[config.mk]
export PLATFORM = sky130hd
export DESIGN_NAME = cpu_state_sequencer
export DESIGN_NICKNAME = d
export VERILOG_FILES = /design/src/rtl/cpu_state_sequencer.sv
export SDC_FILE = /design/constraint.sdc
export NUM_CORES = 1
export LEC_CHECK = 0
export CAP_MARGIN = 20
export CORE_MARGIN = 2
export CORE_UTILIZATION = 52
export CTS_CLUSTER_DIAMETER = 150
export CTS_CLUSTER_SIZE = 30
export DETAILED_ROUTE_END_ITERATION = 8
export PLACE_DENSITY_LB_ADDON = 0.3
export RECOVER_POWER = 100
export SLEW_MARGIN = 20
export SYNTH_ARGS = -nofsm -noshare
export SYNTH_HDL_FRONTEND = slang
export SYNTH_SLANG_ARGS = --single-unit
[constraint.sdc]
create_clock -name clk -period 5 [get_ports clk]
set_clock_uncertainty 0.05 [all_clocks]
set_input_delay 0.75 -clock clk [delete_from_list [all_inputs] [get_ports clk]]
set_output_delay 0.75 -clock clk [all_outputs]
set_load 0.01 [all_outputs]
[src/rtl/cpu_state_sequencer.sv]
// Multicycle state sequencer: walks HALT/FETCH/DECODE/EXEC1/EXEC2, holds on
// Avalon waitrequest during memory accesses, and halts on jump-to-zero,
// illegal opcode or stall timeout. Exposes retired-instruction count and
// sticky fault flags.
module cpu_state_sequencer #(
  parameter int STALL_LIMIT = 255,
  parameter int STALL_W     = 8,
  parameter int CNT_W       = 32
) (
  input  logic             clk,
  input  logic             reset,
  input  logic             waitrequest,
  input  logic             mem_access,
  input  logic [5:0]       opcode,
  input  logic [5:0]       opcode_in,
  input  logic             pc_next_zero,
  output logic [3:0]       state,
  output logic             active,
  output logic             stall,
  output logic [CNT_W-1:0] instr_count,
  output logic             illegal,
  output logic             timeout
);

  typedef enum logic [3:0] {
    S_HALT   = 4'd0,
    S_FETCH  = 4'd1,
    S_DECODE = 4'd2,
    S_EXEC1  = 4'd3,
    S_EXEC2  = 4'd4
  } state_t;

  logic [3:0]         state_q, state_d;
  logic               active_q, active_d;
  logic [CNT_W-1:0]   cnt_q, cnt_d;
  logic               illegal_q, illegal_d;
  logic               timeout_q, timeout_d;
  logic [STALL_W-1:0] stall_cnt_q, stall_cnt_d;
  logic               stall_w;
  logic               hit_limit;
  logic               opcode_ok;

  // The executing opcode is carried for the control unit; sequencing only
  // needs the opcode being latched in DECODE.
  logic unused_opcode;
  assign unused_opcode = ^opcode;

  // Stall is only meaningful while running; HALT ignores the bus entirely.
  assign stall_w   = mem_access & waitrequest & active_q;
  assign hit_limit = stall_w && (stall_cnt_q == STALL_W'(STALL_LIMIT - 1));

  // Supported instruction set: R-type, lw, sw, beq, j, jal.
  always_comb begin
    opcode_ok = 1'b0;
    case (opcode_in)
      6'b000000, 6'b100011, 6'b101011,
      6'b000100, 6'b000010, 6'b000011: opcode_ok = 1'b1;
      default:                         opcode_ok = 1'b0;
    endcase
  end

  // Next-state, counters and flags; timeout is applied last so it wins.
  always_comb begin
    state_d     = state_q;
    cnt_d       = cnt_q;
    illegal_d   = illegal_q;
    timeout_d   = timeout_q;
    stall_cnt_d = '0;
    case (state_q)
      S_HALT:   state_d = S_HALT;
      S_FETCH:  state_d = stall_w ? S_FETCH : S_DECODE;
      S_DECODE: begin
        if (opcode_ok) begin
          state_d = S_EXEC1;
        end else begin
          state_d   = S_HALT;
          illegal_d = 1'b1;
        end
      end
      S_EXEC1:  state_d = stall_w ? S_EXEC1 : S_EXEC2;
      S_EXEC2: begin
        if (!stall_w) begin
          cnt_d   = cnt_q + 1'b1;
          state_d = pc_next_zero ? S_HALT : S_FETCH;
        end
      end
      default:  state_d = S_HALT;
    endcase
    if (hit_limit) begin
      state_d   = S_HALT;
      timeout_d = 1'b1;
      illegal_d = illegal_q;
    end
    if (stall_w && (state_d == state_q)) begin
      stall_cnt_d = stall_cnt_q + 1'b1;
    end
    active_d = (state_d != S_HALT);
  end

  // State and status registers; reset lands directly in FETCH.
  always_ff @(posedge clk or posedge reset) begin
    if (reset) begin
      state_q     <= S_FETCH;
      active_q    <= 1'b1;
      cnt_q       <= '0;
      illegal_q   <= 1'b0;
      timeout_q   <= 1'b0;
      stall_cnt_q <= '0;
    end else begin
      state_q     <= state_d;
      active_q    <= active_d;
      cnt_q       <= cnt_d;
      illegal_q   <= illegal_d;
      timeout_q   <= timeout_d;
      stall_cnt_q <= stall_cnt_d;
    end
  end

  assign state       = state_q;
  assign active      = active_q;
  assign stall       = stall_w;
  assign instr_count = cnt_q;
  assign illegal     = illegal_q;
  assign timeout     = timeout_q;

endmodule
Word-level counts from Yosys, hierarchy flattened

Cells that the tools add are included.

Memory bits (writable): 0
Memories kept: 0
Bits in latches: 0
Bits of input ports: 17
Bits in read-only memories: 0
Register bits after elaboration: 47
Output and inout port bits: 40
Logic and storage cells: 40

Reductions and logical operators: 7
Bitwise gates (word level): 5
Shifts and indexed selects: 0
Equality and inequality tests: 11
Muxes and demuxes: 9
Div/mod/pow operators: 0
Add/sub/neg operators: 2
Order comparisons: 0
$mul: 0

Operator list:

| cell                  | number |
|---|---|
| $add 32x1->32 const B | 1 |
| $pmux 4 s4            | 1 |
| $eq 6x2->1 const B    | 2 |
| $eq 6x6->1 const B    | 2 |
| $add 8x1->8 const B   | 1 |
| $eq 4x2->1 const B    | 2 |
| $eq 8x8->1 const B    | 1 |
| $mux 4                | 2 |
| $mux 8                | 1 |
| $eq 6x3->1 const B    | 1 |
| $logic_not 6->1       | 1 |
| $reduce_or 6->1       | 1 |
| $eq 4x1->1 const B    | 1 |
| $eq 4x3->1 const B    | 1 |
| $eq 4x4->1            | 1 |
| $mux 2                | 2 |
| $reduce_bool 4->1     | 1 |
| $mux 3                | 1 |
| $not 1->1             | 3 |
| $reduce_and 3->1      | 1 |
| $and 1x1->1           | 2 |
| $logic_and 1x1->1     | 2 |
| $mux 1                | 2 |
| $reduce_and 2->1      | 1 |

Logic depth before layout (Yosys ltp)

Gate-level depths: netlist (run 1).

Word-level depth: 9
Depth in mapped cells: 7
Mapped depth without buffers: 7

Least setup slack after synthesis (run 1)

No wires, ideal clock.

Kind: input to register
Start: input port mem_access
End: register active_q (netlist: active)
Setup time: 88 ps
Cell stages on the path: 5
Setup slack: 2851 ps
Data required time: 4862 ps
Buffers on the path: 0
Arrival: 2011 ps
Cell sequence: nand3_1 -> or3_1 -> nand3b_1 -> a21oi_1 -> or3_1

Word-level cells in the longest chain between the ends: 6
Elaborated cells on any way between the ends: 9
Those cells by class: mux: 5; bitwise: 2; reduce/logical: 2

RTL lines:

| item                                    | line   | source |
|---|---|---|
| start, declared                         | 13     | `input logic mem_access,` |
| $and 1x1->1 (*) (2 in a row)            | 49     | `assign stall_w = mem_access & waitrequest & active_q;` |
| $mux 4 / $mux 3 (equally long branches) | 82, 80 |  |
| $pmux 4 s4                              | 69     | `case (state_q)` |
| $mux 4 (*)                              | 89     | `if (hit_limit) begin` |
| net state_d[2]                          | 33     | `logic [3:0] state_q, state_d;` |
| $reduce_bool 4->1 (*)                   | 97     | `active_d = (state_d != S_HALT);` |
| net active_d                            | 34     | `logic active_q, active_d;` |
| end signal, assigned                    | 111    | `active_q <= active_d;` |
| end, declared                           | 34     |  |

Mark *: on every way through the listed nets, which the timed path passes. The rest lies on a longest branch.
A chain may end at the register's enable or synchronous reset.

Final worst setup path (run 1)

Start: input port mem_access
End: output port stall

Word-level cells in the longest chain between the ends: 2

RTL lines:

| item                     | line | source |
|---|---|---|
| $and 1x1->1 (2 in a row) | 49   |  |
| end, declared            | 19   | `output logic stall,` |

Every way passes these cells.

==> results.json, run 1 <==
{
  "status": "complete, but fails checks",
  "failed_checks": "max-capacitance violations, max-slew violations",
  "p_per_area_nw_per_um2": 225.1,
  "pwr-share-comb_pct": 2.7,
  "synthTopCellsByArea": "dfrtp_1 (50%), xnor2_1 (11%), nand3_1 (5.6%)",
  "synth_cells": 206,
  "drt_first_pass_iters": 4,
  "vdd_drop_max_uv": 227.6,
  "post-cts-setup-buffers": 0,
  "hpwl_mm": 3.287,
  "synth_top_cell_area_share_pct": 50.36,
  "period_needed_ps": 3195,
  "grt-ovfl-total": 0,
  "worstMarginPinSlew_ps": 1684,
  "cts_tree": "done",
  "place_congestion": 0.8039,
  "synthDistinctLibCells": 36,
  "fin_nets": 283,
  "p_seq_share_pct": 58.5,
  "clock_latency_ps": 300,
  "layout_setup_ws_ps": 1805,
  "synth_edf_count": 0,
  "antenna_found_initial": 0,
  "worst-path-max-fanout": 8,
  "slew_violations": 48,
  "viasPerCell": 5.401,
  "clk_pin_slew_worst_paths_ps": 80,
  "ant_nets": 0,
  "slew-limit-headroom_pct": -12.42,
  "sw_frac_of_total_pct": 21.02,
  "cp.required_ps": 4200,
  "leakagePower_nw": 1.375,
  "seq_area_frac_synth_pct": 52.71,
  "internal_power_mw": 0.5143,
  "num_vias": 1696,
  "core_um2": 4058,
  "synth.most_common_cell": "dfrtp_1",
  "wirelength_mm": 4.588,
  "synthTopCellsByCount": "dfrtp_1 (45), xnor2_1 (28), nand3_1 (25), nand2_1 (19), xor2_1 (11)",
  "clock_sinks": 47,
  "grt_usage_pct": 20.80,
  "synth_area_per_cell_um2": 10.85,
  "rows": 23,
  "cp-start-kind": "primary input",
  "synth_area_um2": 2236,
  "grt_pass1_vias": 1656,
  "cts_resized": 0,
  "die_area_um2": 4840,
  "holdBufCountCts": 0,
  "grt_pass1_wl_mm": 8.038,
  "synth-async-reset-ratio_pct": 100.0,
  "rsz0062_at_grt": "false",
  "drt_iter0_markers": 105,
  "antennaDiodeCount": 0,
  "fmax_ghz": 0.3130,
  "ys_warn_count": 0,
  "ys_ff_latch": 47,
  "crit_arrival_ps": 2390,
  "synthFlopType": "dfrtp_1",
  "crit_path_end_kind": "output port",
  "power_switching_mw": 0.1369,
  "setup_violations": 0,
  "numCtsBuffers": 5,
  "rrSetupSlack_ps": 2700,
  "ctsRootBufferMaster": "clkbuf_8",
  "min_path_type": "reg -> reg",
  "tns_ps": 0,
  "dieHeight_um": 69.57,
  "yosysTopAreaCell": "dfrtp_1",
  "placed_area_um2": 2799,
  "drv_cap": 1,
  "io_pins": 57,
  "layout-drive-gt1-share_pct": 5.303,
  "die_w_um": 69.57,
  "path_class": "in -> out",
  "synthToLayoutAreaGrowth_pct": 29.38,
  "p_clk_share_pct": 38.8,
  "htree_levels": 2,
  "drc": 0,
  "pre_cts_ws_ps": 1939,
  "portBuffers": 50,
  "wl_per_cell_um": 14.61,
  "start_util_pct": 55.10,
  "post-route-cell-area_um2": 2893,
  "hold_viol": 0,
  "fillCellCount": 313,
  "cts_buffer_depth": 2,
  "syn_nets": 226,
  "fin_crit_sh_pct": 63.89,
  "grt_max_degree": 48
}
critical path, cell delays in order:
cell           delay (ps)
dlygate4sd3_1         520
nand3_1               240
inv_1                 250
dlygate4sd3_1         630
metrics by stage:
| stage | util, % | hold slack (ps) | power [mW] | instances |
|---|---|---|---|---|
| after floorplan | - | 454.1 | 0.3962 | 206 |
| after global placement | 68.98 | 407.0 | 0.4073 | 306 |
| after detailed placement | 68.98 | 408.1 | 0.4074 | 306 |
| after CTS | 71.54 | 433.0 | 0.6578 | 314 |
| after global routing | 71.29 | 454.9 | 0.6761 | 314 |
| final | 71.29 | 424.0 | 0.6511 | 314 |
registers in the layout, summed over array words and instances (netlist names):
| signal | count |
|---|---|
| active | 1 |
| instr_count | 32 |
| timeout | 1 |
| stall_cnt_q | 8 |
| illegal | 1 |
| state | 4 |
cell type report:
type	instances	area (um2)	share of cell area [%]
flip-flops and latches	47	1179	40.74
multi-input cells	155	1032	35.68
repair buffers	50	500.5	17.30
clock buffers	7	96.34	3.330
well taps	50	62.56	2.163
inverters	4	15.01	0.5190
clock inverters	1	7.507	0.2595
power by group through the flow:
stage	registers, mW	logic, mW	clock network (mW)
finish	0.381	0.0176	0.252
floorplan	0.389	0.00753	0
global placement	0.389	0.0186	0
global route	0.381	0.0204	0.274
CTS	0.381	0.0189	0.258
detailed placement	0.389	0.0188	0
cells by family after synthesis:
kind of cell	Yosys count	share of synthesized area, %
and+or+nand+nor	98	24.57
DFF	47	52.71
xor gates and xnor gates	39	15.28
AOI/OAI and AO/OA	13	4.421
buffers and inverters	4	0.6713
adders and majority gates	3	1.679
other	1	0.1677
muxes	1	0.5036
worst paths after layout:
path,start,to,cells past startpoint
setup / recovery,mem_access,stall,4
hold / removal,illegal,illegal,1
setup reg to reg,state[1],instr_count[30],5
hold reg to reg,illegal,illegal,1
max in group asynchronous,reset,state[3],2
min in group asynchronous,reset,instr_count[26],2
layout by cell type (no fill, tap or decap), drive strengths merged:
cell | netlist | final
dfrtp | 45 | 45
nand2b | 2 | 2
and2 | 1 | 1
clkinvlp | 0 | 1
nand2 | 19 | 19
conb | 1 | 1
inv | 4 | 4
a21oi | 4 | 4
a2bb2oi | 1 | 1
o21a | 1 | 1
nor3b | 1 | 1
xor2 | 11 | 11
nand4 | 8 | 8
a22o | 1 | 1
nand3b | 3 | 3
nor2b | 1 | 1
dlygate4sd3 | 0 | 41
nand3 | 25 | 25
clkdlybuf4s50 | 0 | 9
a21boi | 1 | 1
o21bai | 1 | 1
xnor2 | 28 | 28
or3 | 2 | 2
dfstp | 2 | 2
a31o | 1 | 1
or2 | 1 | 1
and3 | 6 | 6
clkbuf | 0 | 7
nor3 | 6 | 6
nor4b | 2 | 2
ha | 3 | 3
nor2 | 9 | 9
and4 | 4 | 4
nor4 | 8 | 8
o21ai | 2 | 2
mux2 | 1 | 1
a211oi | 1 | 1
routing by layer:
layer	GRT usage [%]	share of wire, %	wire [um]
met2	30.13	47	2146
met1	30.73	47	2164
met4	7.843	1.8	84
met3	4.506	4.2	193
met5	0	0	0
(Power assumes the default switching activity.)
==> run 2, diff against run 1 <==
- CORE_UTILIZATION: 52 -> 49
- clock period: 5 -> 3.35 ns (I/O delays scaled with it)
==> run 2 against run 1 <==
The run still ends with max-capacitance violations, max-slew violations left. Final area decreased by 1.1%. Sequential cell count unchanged. Non-clock buffer count unchanged. First-iteration DRC count increased by 10%.
==> results.json, run 2 (same netlist as run 1, synthesis figures left out) <==
{
  "drc": 0,
  "path_class": "in -> out",
  "tns_ps": 0,
  "dp.cells": 308,
  "layout-drive-gt1-share_pct": 4.924,
  "die_w_um": 71.55,
  "period_needed_ps": 2695,
  "post-cts-setup-buffers": 0,
  "grt-ovfl-total": 0,
  "largest_register_ffs": 32,
  "placed_area_um2": 2801,
  "rows": 24,
  "grt_max_degree": 48,
  "cts_buffer_depth": 2,
  "ctsRootBufferMaster": "clkbuf_8",
  "slew_violations": 48,
  "antenna_found_initial": 0,
  "cts_resized": 0,
  "die_area_um2": 5119,
  "sw_frac_of_total_pct": 20.87,
  "p_per_area_nw_per_um2": 319.3,
  "power_switching_mw": 0.1906,
  "viasPerCell": 5.528,
  "internal_power_mw": 0.7226,
  "leakagePower_nw": 1.370,
  "hold_viol": 0,
  "num_vias": 1747,
  "multi_input_area_um2": 1017,
  "fillCellCount": 354,
  "status": "complete, but fails checks",
  "register_area_um2": 1179,
  "p_seq_share_pct": 62.2,
  "min_from": "timeout",
  "place_congestion": 0.7790,
  "crit_path_end_kind": "output port",
  "holdBufCountCts": 0,
  "antennaDiodeCount": 0,
  "hpwl_mm": 3.150,
  "grt_pass1_vias": 1541,
  "p_clk_share_pct": 34.9,
  "pwr-share-comb_pct": 2.9,
  "fin_crit_sh_pct": 80.45,
  "clock_latency_ps": 290,
  "hold_ws_ps": 418.3,
  "wl_per_cell_um": 13.98,
  "cp-start-kind": "primary input",
  "setup_violations": 0,
  "wirelength_mm": 4.418,
  "rrSetupSlack_ps": 690,
  "final_common_cell": "dfrtp_1",
  "vdd_drop_max_uv": 219.8,
  "clock_sinks": 47,
  "min_path_type": "reg -> reg",
  "slew-limit-headroom_pct": -12.91,
  "total_power_mw": 0.9133,
  "r2r-start": "state[1]",
  "fmax_ghz": 0.3710,
  "io_pins": 57,
  "layout_common_cells": "dfrtp_1 (45), dlygate4sd3_1 (41), xnor2_1 (28)",
  "core_um2": 4384,
  "failed_checks": "max-capacitance violations, max-slew violations",
  "worstMarginPinSlew_ps": 1692,
  "clk_pin_slew_worst_paths_ps": 80,
  "dieHeight_um": 71.55,
  "grt_usage_pct": 18.43,
  "portBuffers": 50,
  "crit_arrival_ps": 2140,
  "rsz0062_at_grt": "false",
  "critPathLaunch": "mem_access",
  "fin_nets": 283,
  "finalNonFillerCells": 316,
  "worst-path-max-fanout": 8,
  "synthToLayoutAreaGrowth_pct": 27.92,
  "grt_pass1_wl_mm": 7.383,
  "numCtsBuffers": 5,
  "post-route-cell-area_um2": 2860,
  "drt_iter0_markers": 116,
  "cp.required_ps": 2800,
  "ant_nets": 0,
  "htree_levels": 2,
  "drv_cap": 1,
  "cts_tree": "done",
  "start_util_pct": 51.00,
  "drt_first_pass_iters": 4
}
run 2: layout make-up:
| type | count | share of cell area [%] |
|---|---|---|
| sequential | 47 | 41.21 |
| multi-input combinational | 155 | 35.56 |
| timing repair buffer | 50 | 17.50 |
| clock buffer | 5 | 2.406 |
| tap | 52 | 2.275 |
| clock inverter | 3 | 0.5249 |
| inverter | 4 | 0.5249 |
run 2: layer usage:
metal,global-route usage (%),vias up,wire (um)
met2,28.29,45,2101
met3,4.641,5,227
met1,26.00,853,2043
met5,0,-,0
met4,5.660,0,45
li1,-,844,-
run 2: power groups by stage:
stage	Combinational, mW	Clock [mW]	Sequential [mW]
detailed placement	0.0281	0	0.580
CTS	0.0281	0.328	0.569
floorplan	0.0112	0	0.580
global placement	0.0278	0	0.580
finish	0.0261	0.319	0.568
global route	0.0301	0.358	0.569
run 2: path summary, 6_finish.rpt:
check                      cells past startpoint               to
max                                            4            stall
min                                            1          timeout
max reg2reg                                    5  instr_count[30]
min reg2reg                                    1          timeout
max in group asynchronous                      2   stall_cnt_q[1]
min in group asynchronous                      2   stall_cnt_q[2]
run 2: through the flow:
stage	utilization (%)	worst slack, ps
after floorplan	-	1396
final	65.24	654.9
after global placement	63.90	749.3
after detailed placement	63.90	702.9
after CTS	65.81	780.4
after global routing	65.24	474.2
run 2: worst max-delay path: stages:
cell and delay [ps]:
dlygate4sd3_1 520, nand3_1 230, inv_1 260, dlygate4sd3_1 630
==> edit 1, RTL diff (config.mk and constraints of run 2) <==
Set the parameter `STALL_W` to 9 (it was 8).
--- a/src/rtl/cpu_state_sequencer.sv
+++ b/src/rtl/cpu_state_sequencer.sv
@@ -4,7 +4,7 @@
 // sticky fault flags.
 module cpu_state_sequencer #(
   parameter int STALL_LIMIT = 255,
-  parameter int STALL_W     = 8,
+  parameter int STALL_W     = 9,
   parameter int CNT_W       = 32
 ) (
   input  logic             clk,
Formal check against the unedited RTL: no difference found for any inputs over 10 cycles, from zero or initial values and one cycle with reset high; that may be too few to reach the edited logic, so the function may still have changed.
==> edit 1 against run 2 <==
  * The run still ends with max-capacitance violations, max-slew violations left
  * Cell count up 2.8%
  * Design area grew 3.1%
  * Sequential cell count increased by 1
  * Routed wire length increased by 1.5%
  * Total power up 14%
  * Area after synthesis up 2.9%
  * Worst setup slack improved by 0.12 ns
  * Count of clock-buffer cells in the layout rose by 1
==> edit 1: results (changes against run 2) <==
.. list-table::
   :header-rows: 1

   * - Metric
     - Value
   * - Register fraction of the total cell area
     - 40.8% (-0.41 points)
   * - Global-route track usage on met1
     - 25.0% (-1.0 points)
   * - Main area contributors after synthesis
     - dfrtp_1 50%, xnor2_1 9.5%, xor2_1 5.3%, nor2_1 4.6%, nand3_1 3.7%
   * - Crit. Startpoint
     - state[1]
   * - Share of synthesized area occupied by flip-flops and latches
     - 52.3% (-0.37 points)
   * - Failing checks
     - max-capacitance violations, max-slew violations
   * - Ratio of cells with drive above 1 in the final layout
     - 7.69% (+2.8 points)
   * - Final Max Tran Viols
     - 49 (+2.1%)
   * - Terminus of the critical flop-to-flop path
     - instr_count[31]
   * - Highest ir drop seen on vdd
     - 0.253 mV (+15%)
   * - Ranking of synthesized cells by instance count
     - 46 x dfrtp_1, 28 x nor2_1, 25 x xnor2_1, 17 x nand3_1, 16 x nand2_1
   * - Multi-input gate area
     - 1020 sq um (+0.74%)
   * - Number of maximum-capacitance constraint violations
     - 1 (unchanged)
   * - Transition at the pin with the smallest max-transition slack
     - 2.07 ns (+0.379 ns)
   * - Status
     - finished, violations left
   * - Met2 Use GR
     - 29.3% (+0.96 points)
   * - Number of ordinary inverters in the final layout
     - 7 (+3)
   * - Pin count of the biggest net entering global routing
     - 49 (+2.1%)
   * - Average detailed-routed wire length per instance
     - 13.8 um (-1.3%)
   * - Wire length on met3
     - 202 um (-11%)
   * - Number of global-route vias before repair
     - 1636 (+6.2%)
   * - Total number of nets in the final design
     - 292 (+3.2%)
   * - Hold slack final
     - 0.415 ns (-0.00325 ns)
   * - Arrival time reported for the critical path endpoint
     - 2.72 ns (+0.58 ns)
   * - First-pass GRT wire length
     - 7500 um (+1.6%)
   * - Via density per instance
     - 5.40 (-2.3%)
   * - Non-clock buffer instance count of the final layout
     - 51 (+2.0%)
   * - Cell-internal power
     - 0.836 mW (+16%)
edit 1: kinds of logic after synthesis:
family | Yosys count | share of synthesized area (%)
simple gates | 104 | 25.1
flops | 48 | 52.3
xor+xnor | 40 | 15.6
buf+inv | 11 | 1.96
compound gates | 10 | 2.77
fa+ha+maj | 3 | 1.63
other cells | 1 | 0.163
mux | 1 | 0.490
edit 1: stage by stage:
| step | cells | area [sq um] | util, % | worst slack (ns) | total power [mW] |
|---|---|---|---|---|---|
| floorplan | 218 | 2300 | - | 1.40 | 0.604 |
| global route | 325 | 2950 | 66.4 | 0.510 | 1.08 |
| finish | 325 | 2950 | 66.4 | 0.777 | 1.04 |
| CTS | 325 | 2980 | 66.9 | 0.858 | 1.06 |
| global placement | 317 | 2850 | 64.2 | 0.869 | 0.621 |
| detailed placement | 317 | 2850 | 64.2 | 0.867 | 0.622 |
edit 1: critical path, cell delays in order (launching register included):
cell	delay (ns)
dfrtp_1	0.47
nor4b_1	0.83
and3_4	0.35
nand3_1	0.14
or4_1	0.49
xnor2_2	0.15
==> edit 2, RTL diff (settings of run 2) <==
Made on the original files. Make the reset (`reset`) synchronous in one clocked block.
--- a/src/rtl/cpu_state_sequencer.sv
+++ b/src/rtl/cpu_state_sequencer.sv
@@ -98,7 +98,7 @@
   end
 
   // State and status registers; reset lands directly in FETCH.
-  always_ff @(posedge clk or posedge reset) begin
+  always_ff @(posedge clk) begin
     if (reset) begin
       state_q     <= S_FETCH;
       active_q    <= 1'b1;
Formal check against the unedited RTL: differs if reset is asserted again (counterexample within 4 cycles, from zero or initial values and one cycle with reset high); with reset held inactive, the same outputs for 10 cycles.
==> edit 2 against run 2 <==
  * Maximum frequency shrank 0.26%
  * Sequential cell count stayed put
  * Area after synthesis is 3.4% higher
  * Register-to-register slack better by 0.26 ns
  * Worst setup slack lost 0.0069 ns
  * Cell count rose by 17%
  * Highest routed layer unchanged
  * Global-route usage up 3.3 points
  * Routed wire length is 20% higher
  * Critical path type unchanged
  * First-iteration DRC count grew 61%
  * Design area up 2.1%
  * Non-clock buffer count is 4 higher
Power is not compared: it rests on default switching activity, and its combinational part moved more than twofold at a synthesized area within 25%.
==> edit 2: results (changes against run 2) <==
.. list-table::
   :header-rows: 1

   * - Metric
     - Value
   * - Status
     - finished, final reports clean
   * - Share of flip-flops with an asynchronous set or reset
     - 0% (-100 points)
   * - Setup slack on the worst flop-to-flop path
     - 0.95 ns (+0.26 ns)
   * - Arrival time reported for the critical path endpoint
     - 2.15 ns
   * - Mean instance size in the synthesized netlist
     - 8.59 sq um (-21%)
   * - Final Max Tran Viols
     - 0 (-100%)
   * - Insertion delay to the later sink of the worst-skew pair
     - 0.29 ns (about the same)
   * - Transition at the pin with the smallest max-transition slack
     - 0.955 ns (-0.737 ns)
   * - Largest register FFs
     - 32 (unchanged)
   * - Switching power summed over all nets
     - 0.216 mW
   * - Post-placement setup slack
     - 0.616 ns (-0.0870 ns)
   * - Setup ws final
     - 0.648 ns (-0.00694 ns)
   * - Yosys synthesis warning count
     - 0 (unchanged)
   * - Pin count of the biggest net entering global routing
     - 39 (-19%)
   * - Main area contributors after synthesis
     - dfxtp_1 41%, xor2_1 6.4%, nor2_1 4.7%, nand4_1 4.3%, nor3_1 3.7%
   * - Routed length on met1
     - 2490 um (+22%)
   * - Wire length on met3
     - 275 um (+21%)
   * - Dpl cell area
     - 2850 sq um (+1.6%)
   * - Netlist cell types
     - 46 (+28%)
   * - Total number of nets in the final design
     - 338 (+19%)
   * - Maximum fanout along the worst path
     - 6 (-2)
   * - Global placement routability congestion
     - 0.842 (+8.1%)
   * - Delay of the slowest critical-path stage
     - 0.64 ns
   * - Setup Fix Bufs, Post-CTS
     - 0 (unchanged)
   * - Overall Global Routing Usage
     - 21.7% (+3.3 points)
   * - Ranking of synthesized cells by instance count
     - 47 x dfxtp_1, 29 x nor2_1, 17 x nor3_1, 17 x xor2_1, 16 x nand4_1
   * - Share of synthesized area occupied by flip-flops and latches
     - 40.7% (-12 points)
   * - Initial antenna violation count
     - 0 (unchanged)
   * - Slowest cell on the critical path
     - dlygate4sd3_1
   * - Post-synthesis net count
     - 289 (+28%)
   * - Via density per instance
     - 5.78 (+4.5%)
   * - Post-DP HPWL
     - 3740 um (+19%)
   * - Via Count
     - 2144 (+23%)
   * - First-pass GRT wire length
     - 9200 um (+25%)
   * - Number of global-route vias before repair
     - 2026 (+31%)
   * - Starting DRT DRC Count
     - 187 (+61%)
   * - Final wirelength
     - 5280 um (+20%)
   * - Port bufs
     - 50 (unchanged)
   * - Cell count after placement
     - 363 (+18%)
   * - Ratio of cells with drive above 1 in the final layout
     - 4.39% (-0.54 points)
   * - Hold slack final
     - 0.426 ns (+0.00775 ns)
   * - Top metal layer carrying routed signals
     - met4
   * - Buffer levels on the longest clock path
     - 2 (unchanged)
   * - Routed length on met2
     - 2460 um (+17%)
   * - Inserted Diodes
     - 0 (unchanged)
==> edit 2: cell count changes in the layout (fill, tap and decap cells not counted), sizes merged, moves of 9 or more <==
cell   change
nand4      +9
nor3      +12
dfxtp     +47
xnor2     -19
nor2      +20
o21ai      +9
a21oi      +9
dfrtp     -45
==> edit 2: logic make-up after synthesis <==
group	Yosys count	share of synthesized area [%]
adders and majority gates	3	1.62
other	1	0.162
muxes	3	1.41
AOI/OAI and AO/OA	33	8.45
and+or+nand+nor	136	33.8
xor gates and xnor gates	26	9.85
buffers and inverters	20	3.95
DFF	47	40.7
==> edit 2: final timing paths <==
kind / cells past startpoint / start / end
setup / recovery: 4 / mem_access / stall
hold / removal: 2 / timeout / timeout
setup reg to reg: 5 / state[2] / instr_count[9]
hold reg to reg: 2 / timeout / timeout
==> edit 2: critical path, delay by kind of cell <==
kind | cells | cell delay [ns]
buf+inv | 3 | 1.44
simple gates | 1 | 0.20
==> edit 2: cell type report <==
cell class                      count  area, sq um
Inverter                            8         30.0
Tap cell                           52         65.1
Fill cell                         369         1520
Timing Repair Buffer               54          523
Sequential cell                    47          941
Multi-Input combinational cell    202         1260
Clock buffer                        8          100
==> edit 2: power groups by stage <==
| stage | Clock, mW | Sequential [mW] | Combinational, mW |
|---|---|---|---|
| after CTS | 0.379 | 0.569 | 0.0558 |
| final | 0.371 | 0.569 | 0.0535 |
| after global placement | 0 | 0.582 | 0.0550 |
| after detailed placement | 0 | 0.582 | 0.0553 |
| after floorplan | 0 | 0.580 | 0.0309 |
| after global routing | 0.405 | 0.570 | 0.0594 |
==> edit 2: per-layer routing <==
layer,GRT usage [%],up-vias
met5,0,-
met4,7.61,0
met1,28.8,1023
met3,5.39,5
met2,34.4,53
li1,-,1063
